==> config.mk <==
export PLATFORM = sky130hd
export DESIGN_NAME = stuffed_frame_tx
export DESIGN_NICKNAME = d
export VERILOG_FILES = /design/src/rtl/stuffed_frame_pkg.sv /design/src/rtl/stuffed_frame_tx.sv
export SDC_FILE = /design/constraint.sdc
export NUM_CORES = 1
export LEC_CHECK = 0
export CAP_MARGIN = 15
export CORE_MARGIN = 10
export CORE_UTILIZATION = 53
export DETAILED_ROUTE_END_ITERATION = 16
export GPL_TIMING_DRIVEN = 1
export HOLD_SLACK_MARGIN = 0.05
export PLACE_DENSITY = 0.77
export SLEW_MARGIN = 5
export SYNTH_ARGS = -nofsm -noshare
export SYNTH_HDL_FRONTEND = slang
export SYNTH_SLANG_ARGS = --single-unit
==> constraint.sdc <==
create_clock -name clk -period 2.3 [get_ports clk]
set_input_delay 0.23 -clock clk [delete_from_list [all_inputs] [get_ports clk]]
set_output_delay 0.23 -clock clk [all_outputs]
set_load 0.02 [all_outputs]
==> src/rtl/stuffed_frame_pkg.sv <==
// Shared definitions for the zero-stuffed serial frame transmitter.
// Holds the FSM state encoding and the flag/run-length constants.
package stuffed_frame_pkg;

  typedef enum logic [2:0] {
    IDLE  = 3'd0,
    FLAG  = 3'd1,
    SEP   = 3'd2,
    DATA  = 3'd3,
    STUFF = 3'd4,
    TAIL  = 3'd5
  } state_t;

  localparam logic [1:0] FLAG_LEN  = 2'd3;
  localparam logic [1:0] RUN_LIMIT = 2'd2;

endpackage

==> src/rtl/stuffed_frame_tx.sv <==
// Serial frame transmitter: flag 111, separator 0, MSB-first payload with a
// zero stuffed after every run of two ones, tail 0, then a one-cycle done pulse.
module stuffed_frame_tx
  import stuffed_frame_pkg::*;
#(
  parameter int DATA_W = 8
) (
  input  logic              clk,
  input  logic              reset,
  input  logic              start,
  input  logic [DATA_W-1:0] data,
  output logic              ready,
  output logic              dout,
  output logic              done
);

  localparam int CNT_W = $clog2(DATA_W + 1);
  localparam logic [CNT_W-1:0] LAST_CNT = CNT_W'(DATA_W);

  state_t            state_reg, state_next;
  logic [DATA_W-1:0] shift_reg, shift_next;
  logic [CNT_W-1:0]  bit_cnt_reg, bit_cnt_next;
  logic [1:0]        run_reg, run_next;
  logic [1:0]        flag_cnt_reg, flag_cnt_next;
  logic              dout_reg, dout_next;
  logic              done_reg, done_next;
  logic              emit;
  logic              msb;

  assign msb   = shift_reg[DATA_W-1];
  assign ready = (state_reg == IDLE);
  assign dout  = dout_reg;
  assign done  = done_reg;

  // dout_next is the bit belonging to state_next, so dout_reg always carries
  // the output of the state currently held in state_reg.
  always_comb begin
    state_next    = state_reg;
    shift_next    = shift_reg;
    bit_cnt_next  = bit_cnt_reg;
    run_next      = run_reg;
    flag_cnt_next = flag_cnt_reg;
    dout_next     = 1'b0;
    done_next     = 1'b0;
    emit          = 1'b0;

    case (state_reg)
      IDLE: begin
        if (start) begin
          state_next    = FLAG;
          shift_next    = data;
          bit_cnt_next  = '0;
          run_next      = '0;
          flag_cnt_next = 2'd1;
          dout_next     = 1'b1;
        end
      end
      FLAG: begin
        if (flag_cnt_reg == FLAG_LEN) begin
          state_next = SEP;
          run_next   = '0;
        end else begin
          flag_cnt_next = flag_cnt_reg + 2'd1;
          dout_next     = 1'b1;
        end
      end
      SEP: begin
        emit = 1'b1;
      end
      DATA: begin
        if (run_reg == RUN_LIMIT) begin
          state_next = STUFF;
          run_next   = '0;
        end else if (bit_cnt_reg == LAST_CNT) begin
          state_next = TAIL;
        end else begin
          emit = 1'b1;
        end
      end
      STUFF: begin
        if (bit_cnt_reg == LAST_CNT) begin
          state_next = TAIL;
        end else begin
          emit = 1'b1;
        end
      end
      TAIL: begin
        state_next = IDLE;
        done_next  = 1'b1;
      end
      default: begin
        state_next = IDLE;
      end
    endcase

    // Shared payload-bit emission used when entering DATA from SEP, DATA or STUFF.
    if (emit) begin
      state_next   = DATA;
      dout_next    = msb;
      shift_next   = {shift_reg[DATA_W-2:0], 1'b0};
      bit_cnt_next = bit_cnt_reg + 1'b1;
      run_next     = msb ? (run_reg + 2'd1) : 2'd0;
    end
  end

  always_ff @(posedge clk or posedge reset) begin
    if (reset) begin
      state_reg    <= IDLE;
      shift_reg    <= '0;
      bit_cnt_reg  <= '0;
      run_reg      <= '0;
      flag_cnt_reg <= '0;
      dout_reg     <= 1'b0;
      done_reg     <= 1'b0;
    end else begin
      state_reg    <= state_next;
      shift_reg    <= shift_next;
      bit_cnt_reg  <= bit_cnt_next;
      run_reg      <= run_next;
      flag_cnt_reg <= flag_cnt_next;
      dout_reg     <= dout_next;
      done_reg     <= done_next;
    end
  end

endmodule

==> impl_metrics.json <==
{
  "finalSetupTns_ns": 0,
  "viasPerCell": 5.61,
  "crit_slowest_cell": "or3_4",
  "cts_buffers": 3,
  "synth_top_family_by_area": "simple AND/OR/NAND/NOR gates",
  "synth_fa_ha_area_share_pct": 4.42,
  "ys_warn_count": 0,
  "coreArea_mm2": 0.00200,
  "p_leak_nw": 0.645,
  "synth_edf_count": 0,
  "cp.required_ns": 2.49,
  "wl_per_cell_um": 14.8,
  "rsz0062_at_grt": "false",
  "outcome": "finished, final reports clean",
  "synthCells": 110,
  "gp_congestion": 0.774,
  "fmaxAchievable_ghz": 0.496,
  "post-route-min-period_ns": 2.02,
  "start_kind": "flip-flop",
  "fin_crit_sh_pct": 87.7,
  "nNetsFinal": 142,
  "hold_path.class": "in2async",
  "clock_latency_ns": 0.30,
  "totalWireLength_mm": 2.26,
  "diodes": 0,
  "path_cells": "inv_1 > ha_1 > and3b_1 > nor3b_2 > or3_4 > a221o_1",
  "netlist_area_mm2": 0.00113,
  "first_iter_violations": 39,
  "largest_reg_flops": 8,
  "post-place-ws_ns": 0.164,
  "final-setup-viol-count": 0,
  "synthSimpleGateAreaFrac_pct": 20.2,
  "io_buffers": 13,
  "grt_usage_pct": 11.0,
  "max_cap_viol_count": 0,
  "synth.ff_latch_count": 21,
  "antenna_found_initial": 0,
  "endpoint_kind": "flip-flop",
  "holdWs_ns": 0.366,
  "relSlewSlack_pct": 47.2,
  "drc": 0,
  "vdd_drop_max_mv": 0.711,
  "synthMuxAreaShare_pct": 5.63,
  "cts_num_sinks": 21,
  "arrival_ns": 2.21,
  "drive_gt1_share_pct": 11.9,
  "grt_start_max_net_pins": 22,
  "cts_buffer_depth": 2,
  "dieHeight_um": 66.2,
  "regToRegEndpoint": "shift_reg[4]",
  "drv_slew": 0,
  "ff2ff_path_depth": 6,
  "r2r-start": "bit_cnt_reg[1]",
  "cp-endpoint": "shift_reg[4]",
  "die_area_mm2": 0.00439,
  "synth_compound_area_share_pct": 16.1,
  "grt_overflow": 0,
  "ant_nets": 0,
  "powerDensity_mw_per_mm2": 1150,
  "syn_area_per_cell_um2": 10.3,
  "synth-main-ff-cell": "dfrtp_1",
  "place_inst": 149,
  "grt_pass1_vias": 847,
  "worst_slack_ns": 0.284,
  "ys_seq_area_share_pct": 46.4,
  "finalClockSkew_ns": 0.00955,
  "rows": 16,
  "ff2ff_setup_slack_ns": 0.28,
  "htree_num_levels": 1,
  "path_class": "reg2reg",
  "cts_setup_buffers": 0,
  "synthXorXnorAreaFrac_pct": 0.773,
  "first_pass_iters": 4,
  "area_growth_pct": 17.2,
  "startpoint": "bit_cnt_reg[1]",
  "final_cells": 153,
  "syn_nets": 125,
  "dp_hpwl_mm": 1.68,
  "fin_util_pct": 66.4,
  "vias": 858,
  "crit_path_max_incr_delay_ns": 0.47,
  "die_w_um": 66.2,
  "synthDistinctLibCells": 40,
  "grt_pass1_wl_mm": 3.84,
  "hold_viol_final": 0,
  "root_buffer": "clkbuf_4",
  "worst_pin_slew_ns": 0.791,
  "synthArstFlopShare_pct": 100,
  "ios": 14,
  "crit_fanout": 14,
  "clk_pin_slew_ns": 0.11,
  "cts_tree": "yes",
  "start_util_pct": 56.6
}
-- synth_stat cells, types with 2 or more instances --
cell type  instances  area, um2
buf_6              2       22.5
o21ai_0            2       10.0
inv_1              6       22.5
clkbuf_1           2       7.51
ha_1               4       50.1
a221o_1            7       70.1
nor3_1             2       10.0
mux2i_1            3       30.0
a21oi_1            2       10.0
nand2b_1           2       12.5
buf_2              2       10.0
nor2_1             7       26.3
nand2_1           10       37.5
nand3_1            3       15.0
and3_1             7       43.8
o21ai_1            2       10.0
mux2_1             2       22.5
a22o_1             3       26.3
dfrtp_1           21        526
-- cells by family after synthesis --
| group | after synthesis |
|---|---|
| compound gates | 23 |
| xor+xnor | 1 |
| fa+ha+maj | 4 |
| buf+inv | 14 |
| flops | 21 |
| mux | 6 |
| simple gates | 41 |
-- per-layer routing --
metal  share of wire (%)  track usage (%)
met1                  45             13.7
met2                  50             16.9
met3                 4.7             4.24
met4                0.75             3.93
met5                   0                0
-- stage by stage --
stage,instance area [um2],power (W)
floorplan,1130,0.00118
CTS,1320,0.00153
finish,1330,0.00153
detailed placement,1290,0.00135
global route,1330,0.00166
global placement,1290,0.00132
-- timing repair --
item	4_1_cts	5_1_grt
resized for setup	0	2
setup endpoints to repair	0	8
hold buffers	0	0
-- critical path, delay by kind of cell, from the launching register on --
family                   cells  cell delay [ns]
AO/OA/AOI/OAI                1             0.37
adder cells (fa/ha/maj)      1             0.13
buffers and inverters        1             0.08
flip-flops                   1             0.42
AND/OR/NAND/NOR              3             0.90
-- area by class of cell --
type,count,area [um2]
clock buffers,4,26.3
fillers,171,673
inverters,7,26.3
multi-input cells,75,539
flip-flops and latches,21,526
well taps,27,33.8
repair buffers,19,178
-- cells in the final DEF, fill, tap and decap left out, drive strengths merged, types with 2 or more instances in the layout --
master,synthesis,final
dfrtp,21,21
clkdlybuf4s50,0,12
nand2,10,10
nor2,7,7
and3,7,7
a221o,7,7
inv,7,7
buf,5,6
ha,4,4
clkbuf,2,4
o21ai,4,4
nand3,3,3
a22o,3,3
mux2i,3,3
mux2,3,3
nor3,3,3
nand2b,2,2
a21oi,2,2
-- worst min path at each step --
stage                 startpoint        endpoint  cells after the start
finish                     reset    shift_reg[1]                      2
global route               reset    shift_reg[1]                      2
CTS                        reset    shift_reg[1]                      2
detailed placement  shift_reg[2]    shift_reg[2]                      1
global placement      run_reg[1]      run_reg[1]                      1
floorplan                  reset  bit_cnt_reg[0]                      1
-- power breakdown --
part / leakage, nW / switching (W) / internal, W
Combinational: 0.361 / 0.000379 / 0.000368
Clock: 0.0150 / 0.000106 / 0.0000677
Sequential: 0.269 / 0.000106 / 0.000500
No activity file was read; power rests on OpenSTA's default activity.
